--- config.mk ---
export PLATFORM = sky130hd
export DESIGN_NAME = matmul_apb_master
export DESIGN_NICKNAME = d
export VERILOG_FILES = /design/src/rtl/matmul_apb_master.sv
export SDC_FILE = /design/constraint.sdc
export NUM_CORES = 1
export LEC_CHECK = 0
export CORE_MARGIN = 2
export CORE_UTILIZATION = 25
export DETAILED_ROUTE_END_ITERATION = 10
export PLACE_DENSITY = 0.6
export SLEW_MARGIN = 20
export SYNTH_ARGS = -nofsm -noshare
export SYNTH_HDL_FRONTEND = slang
export SYNTH_SLANG_ARGS = --single-unit
--- constraint.sdc ---
create_clock -name clk_i -period 4.2 [get_ports clk_i]
set_input_delay 0.42 -clock clk_i [delete_from_list [all_inputs] [get_ports clk_i]]
set_output_delay 0.42 -clock clk_i [all_outputs]
set_load 0.01 [all_outputs]
--- src/rtl/matmul_apb_master.sv ---
`timescale 1ns/1ps
// -----------------------------------------------------------------------------
// matmul_apb_master
//
// APB requester for the matmul slave port. A simple valid/ready command
// interface is turned into one APB transfer (SETUP then ACCESS); the result
// comes back as a single-cycle response pulse carrying read data and an error
// flag. Only one transfer is in flight at a time.
//
// A write that would set the start bit of the control register (address
// offset 0x00, wdata[0] = 1) is held off while the accelerator reports busy;
// the command stays pending on the request interface until busy_i falls.
//
// Optional feature (macro APB_TIMEOUT_EN): an ACCESS-phase wait counter that
// aborts a transfer after TIMEOUT_CYCLES wait cycles and returns an error
// response. Without the macro ACCESS waits for pready_i indefinitely.
//
// Ports:
//   clk_i, rst_ni        clock (rising edge), asynchronous active-low reset
//   req_valid_i/ready_o  command handshake
//   req_write_i          1 = write, 0 = read
//   req_addr_i           target address
//   req_wdata_i          write data
//   req_strb_i           write strobes (MAX_DIM bits)
//   rsp_valid_o          one-cycle response pulse, no backpressure
//   rsp_rdata_o          read data (0 for writes)
//   rsp_err_o            slave error or timeout
//   busy_i               accelerator busy
//   paddr_o .. pstrb_o   APB requester outputs
//   pready_i, pslverr_i, prdata_i  APB completer inputs
// -----------------------------------------------------------------------------
module matmul_apb_master #(
  parameter int DATA_WIDTH     = 16,
  parameter int BUS_WIDTH      = 32,
  parameter int ADDR_WIDTH     = 32,
  parameter int TIMEOUT_CYCLES = 15,
  localparam int MAX_DIM       = BUS_WIDTH / DATA_WIDTH
) (
  input  logic                  clk_i,
  input  logic                  rst_ni,

  input  logic                  req_valid_i,
  output logic                  req_ready_o,
  input  logic                  req_write_i,
  input  logic [ADDR_WIDTH-1:0] req_addr_i,
  input  logic [BUS_WIDTH-1:0]  req_wdata_i,
  input  logic [MAX_DIM-1:0]    req_strb_i,

  output logic                  rsp_valid_o,
  output logic [BUS_WIDTH-1:0]  rsp_rdata_o,
  output logic                  rsp_err_o,

  input  logic                  busy_i,

  output logic [ADDR_WIDTH-1:0] paddr_o,
  output logic                  psel_o,
  output logic                  penable_o,
  output logic                  pwrite_o,
  output logic [BUS_WIDTH-1:0]  pwdata_o,
  output logic [MAX_DIM-1:0]    pstrb_o,
  input  logic                  pready_i,
  input  logic                  pslverr_i,
  input  logic [BUS_WIDTH-1:0]  prdata_i
);

  typedef enum logic [1:0] {
    ST_IDLE   = 2'd0,
    ST_SETUP  = 2'd1,
    ST_ACCESS = 2'd2
  } state_t;

  state_t state_q, state_d;

  logic start_hold;   // start-bit write must wait for the accelerator
  logic accept;       // command consumed this cycle
  logic done;         // ACCESS completed by the completer
  logic abort;        // ACCESS abandoned by the timeout
  logic timeout_hit;

  assign start_hold = req_valid_i & req_write_i &
                      (req_addr_i[4:0] == 5'b00000) &
                      req_wdata_i[0] & busy_i;

  // APB strobes follow the state directly so that an asynchronous reset
  // drops them in the same instant.
  assign psel_o    = (state_q != ST_IDLE);
  assign penable_o = (state_q == ST_ACCESS);

  always_comb begin
    state_d     = state_q;
    req_ready_o = 1'b0;
    accept      = 1'b0;
    done        = 1'b0;
    abort       = 1'b0;
    case (state_q)
      ST_IDLE: begin
        req_ready_o = ~start_hold;
        accept      = req_valid_i & ~start_hold;
        if (accept) state_d = ST_SETUP;
      end
      ST_SETUP: begin
        state_d = ST_ACCESS;
      end
      ST_ACCESS: begin
        // A completion in the same cycle as the timeout takes precedence.
        if (pready_i) begin
          done    = 1'b1;
          state_d = ST_IDLE;
        end else if (timeout_hit) begin
          abort   = 1'b1;
          state_d = ST_IDLE;
        end
      end
      default: begin
        state_d = ST_IDLE;
      end
    endcase
  end

  always_ff @(posedge clk_i or negedge rst_ni) begin
    if (!rst_ni) begin
      state_q <= ST_IDLE;
    end else begin
      state_q <= state_d;
    end
  end

  // Request capture: the APB address/data/control hold their last values
  // outside a transfer. Reads drive zero data and zero strobes.
  always_ff @(posedge clk_i or negedge rst_ni) begin
    if (!rst_ni) begin
      paddr_o  <= '0;
      pwrite_o <= 1'b0;
      pwdata_o <= '0;
      pstrb_o  <= '0;
    end else if (accept) begin
      paddr_o  <= req_addr_i;
      pwrite_o <= req_write_i;
      pwdata_o <= req_write_i ? req_wdata_i : '0;
      pstrb_o  <= req_write_i ? req_strb_i  : '0;
    end
  end

  // Response: pulse one cycle after the ACCESS phase ends; data and error
  // hold until the next response.
  always_ff @(posedge clk_i or negedge rst_ni) begin
    if (!rst_ni) begin
      rsp_valid_o <= 1'b0;
      rsp_rdata_o <= '0;
      rsp_err_o   <= 1'b0;
    end else begin
      rsp_valid_o <= done | abort;
      if (done) begin
        rsp_rdata_o <= pwrite_o ? '0 : prdata_i;
        rsp_err_o   <= pslverr_i;
      end else if (abort) begin
        rsp_rdata_o <= '0;
        rsp_err_o   <= 1'b1;
      end
    end
  end

`ifdef APB_TIMEOUT_EN
  localparam int CNT_W = $clog2(TIMEOUT_CYCLES + 1);

  logic [CNT_W-1:0] tmo_cnt_q;

  // Cleared while in SETUP so it starts from zero on ACCESS entry; the abort
  // fires on the wait cycle that brings the count to TIMEOUT_CYCLES.
  always_ff @(posedge clk_i or negedge rst_ni) begin
    if (!rst_ni) begin
      tmo_cnt_q <= '0;
    end else if (state_q == ST_SETUP) begin
      tmo_cnt_q <= '0;
    end else if ((state_q == ST_ACCESS) && !pready_i) begin
      tmo_cnt_q <= tmo_cnt_q + 1'b1;
    end
  end

  assign timeout_hit = (tmo_cnt_q == CNT_W'(TIMEOUT_CYCLES - 1));
`else
  logic unused_timeout_param;

  assign timeout_hit          = 1'b0;
  assign unused_timeout_param = (TIMEOUT_CYCLES != 0);
`endif

endmodule

# == Yosys cells after proc, flatten, opt, wreduce, memory -nomap -nowiden ==
# Index checks and enable logic that the tools add are counted.
# totals
register_bits,103
latchBits,0
mem_bits_rw,0
mem_bits_ro,0
input_bits,105
out_inout_bits,104
wordCells,34
memories,0
# classes
addsub,0
n_mul,0
div_mod_pow,0
n_lt_le_gt_ge,0
n_eq_ne,4
shift,0
mux,12
bitwise_logic,6
reduce_logical,4
# op_table
op,n
2-to-1 mux 32 bit,3
2-to-1 mux 2 bit,3
one-hot mux 2 bit (3 select lines),1
AND 1 bit,5
zero test 5 bit,1
2-to-1 mux 1 bit,5
"== test 2 x 1 -> 1 bit, second input constant",1
"== test 2 bit, second input constant",1
zero test 2 bit,1
"!= test 2 x 1 -> 1 bit, second input constant",1
"!= test 2 bit, second input constant",1
AND reduction 2 bit,1
nonzero test 2 bit,1
NOT 1 bit,1

# == Depth between registers and ports, before layout ==
# depth
word_depth,8
ltp_mapped,6
mapped_depth_nobuf,3

# == Worst setup path before layout ==
# OpenSTA, ideal clock, no wires.
# synth_path
path_type,input port to output port
from,input req_addr_i[1]
to,output req_ready_o
arrival_time_ns,1.388
t_required_ns,3.780
setup_slack_ns,2.392
stages,4
n_path_buf,1
cell_sequence,or3_4 > nor3_2 > buf_2 > nor2_1
# synth_via
elab_chain_cells,6
# synth_rtl
item,line,text
start: declaration,45,"input logic [ADDR_WIDTH-1:0] req_addr_i,"
zero test 5 bit,81,(req_addr_i[4:0] == 5'b00000) &
AND 1 bit,80,assign start_hold = req_valid_i & req_write_i &
AND 1 bit,81,
AND 1 bit,82,req_wdata_i[0] & busy_i;
NOT 1 bit,97,req_ready_o = ~start_hold;
2-to-1 mux 1 bit,95,case (state_q)
end: declaration,43,"output logic req_ready_o,"
# Every way passes these cells.

# == Final worst setup path ==
# layout_path
from,input req_addr_i[4]
to,output req_ready_o
# The elaborated chain is that of the path after synthesis.

==> reports/metrics.cfg <==
[worst_setup_path]
path_max_fanout=34
timing.rr.start=state_q[0]$_DFFE_PN0P_
criticalPathCategory=in -> out
crit_path_start_kind=primary input
worstRegToRegCells=5
cp.required_ns=3.78
rrSetupSlack_ns=2.12
crit_path_end_kind=primary output
cp.arrival_ns=2.45
reg2reg_to=paddr_o[24]$_DFFE_PN0P_

[job]
cap_viol_max_count=0

[route]
firstDrtPassIters=4
wire_per_inst_um=15.5
via_per_inst=4.35
finalWirelength_um=11800
vias=3325
initialDrtViolationCount=128
drc=0
ant_nets=0

[floorplanning]
fp.coreArea_sq_um=16500
die_h_um=133
die_area_sq_um=17700
io_pins=209
rows=47
start_util_pct=25.3
die_x_um=133

[timing]
fin_worst_skew_ns=0.00681
relSlewSlack_pct=44.3
tightestPinTransition_ns=0.836
fmax_mhz=349
slew_violations=0
finalCriticalPeriod_ns=2.87
setup_violations=0
setup_tns_ns=0
post-route-period-util_pct=68.3
rsz0062_at_grt=false
hold_violations=0
hold_ws_ns=0.102

[synth]
synth_fp_nets=448
synth-seq-cells=103
ys_seq_area_share_pct=61.8
syn_area_per_cell_sq_um=12.2
post_synth_num_cell_types=24
synthCells=343
yosysWarnings=0
ys_top_cells_by_area=dfrtp_1, mux2_2, o2bb2ai_1
yosys.area.top_type=dfrtp_1
synth_top_cell_area_share_pct=61.8
synth_area_sq_um=4170

[placement]
dp_hpwl_um=8190
place_inst=750
gp_congestion=0.720
portBuffers=208

[layout]
final_cells=765
final_cell_mix=clkdlybuf4s50_1, dfrtp_1
area_delta_synth_final_pct=60.7
diodes=0
nets=646
layout-drive-gt1-share_pct=9.72
final_util_pct=40.7
layout.cells.most_common=clkdlybuf4s50_1
fill_cells=1566

[clocking]
cts_buffer_depth=2
tritoncts=built
clk_root_buffer_cell=clkbuf_16
cts-resized-gates=0
cts_buffers=9
post-cts-setup-buffers=0
htree_levels=3
clock_latency_ns=0.34
cts.sinks=103
cts.clk_slew.worst_paths_ns=0.06
ctsHoldBuffers=0

[global_routing]
grt_pass1_wl_um=19000
gr-total-overflow=0
grt_usage_pct=13.6
grt_max_degree=78
grt_pass1_vias=3680
grt_antenna_before_repair=0

[pwr]
cellLeakagePower_uw=0.00274
power_density_nw_per_um2=673
irDropWorstVdd_mv=0.256

[status]
status=complete, no violations

[min_path]
hold_path_class=in -> async

## state kept, by name, indices dropped and copies added, names as in the netlist
signal       count
pwrite_o         1
paddr_o         32
pwdata_o        32
rsp_valid_o      1
state_q          2
rsp_err_o        1
pstrb_o          2
rsp_rdata_o     32
## layer usage
| metal | wire length, um | part of all wire, % | vias up | track usage [%] |
|---|---|---|---|---|
| met5 | 0 | 0 | - | 0 |
| met1 | 4960 | 42 | 1594 | 16.1 |
| met3 | 757 | 6.4 | 16 | 3.54 |
| met4 | 286 | 2.4 | 0 | 6.56 |
| met2 | 5840 | 49 | 122 | 23.2 |
| li1 | - | - | 1593 | - |
## stage by stage
stage / setup slack [ns] / total power (uW) / cell area, sq um
after floorplan: 2.39 / 2570 / 4170
after global placement: 1.30 / 3750 / 6430
after detailed placement: 1.28 / 3790 / 6430
after CTS: 1.27 / 4600 / 6700
after global routing: 1.20 / 4820 / 6700
final: 1.33 / 4510 / 6700
## final cells by class
type                            instances  area (sq um)  area share, %
Inverter                                3          11.3          0.168
Timing Repair Buffer                  215          2140           31.9
Clock inverter                          4          22.5          0.336
Tap cell                              220           275           4.11
Multi-Input combinational cell        209          1440           21.4
Clock buffer                           11           243           3.62
Sequential cell                       103          2580           38.5
## worst max path at each step
| stage | from | end | slack [ns] | depth (start not counted) |
|---|---|---|---|---|
| 6_report | req_addr_i[4] | req_ready_o | 1.33 | 6 |
| 5_1_grt | req_addr_i[4] | req_ready_o | 1.20 | 6 |
| 3_3_place_gp | req_addr_i[4] | req_ready_o | 1.30 | 6 |
| 2_1_floorplan | req_addr_i[1] | req_ready_o | 2.39 | 4 |
| 4_1_cts | req_addr_i[4] | req_ready_o | 1.27 | 6 |
| 3_5_place_dp | req_addr_i[4] | req_ready_o | 1.28 | 6 |
## worst max-delay path, cell delays in order
cell and delay (ns):
clkdlybuf4s50_1 0.48, nand4bb_1 0.35, nor3_4 0.22, buf_4 0.39, nor2_1 0.07, clkdlybuf4s50_1 0.51
## power by group
| part | switching, uW | total (uW) | internal, uW |
|---|---|---|---|
| clock | 358 | 770 | 412 |
| combinational | 790 | 2010 | 1220 |
| sequential | 288 | 1730 | 1440 |
## synthesized netlist by cell type
cell type and number:
a22o_1 5, a22oi_1 1, buf_2 7, buf_6 6
clkbuf_1 15, dfrtp_1 103, inv_1 3, mux2_1 3
mux2_2 26, mux2i_1 1, nand2_1 33, nand2b_1 33
nand3_1 33, nand3b_1 1, nand4bb_1 1, nor2_1 1
nor2b_1 1, nor3_2 1, nor3b_2 1, o21ai_0 32
o2bb2ai_1 33, o31ai_4 1, or2_2 1, or3_4 1
## kinds of logic (layout without fill, tap and decap cells)
group	after synthesis	count (layout)	synth area share (%)
flops	103	103	61.8
mux	30	30	8.07
buf+inv	31	233	4.08
simple gates	107	107	13.5
compound gates	72	72	12.5
Note: power is estimated with default switching activity, not from simulation.
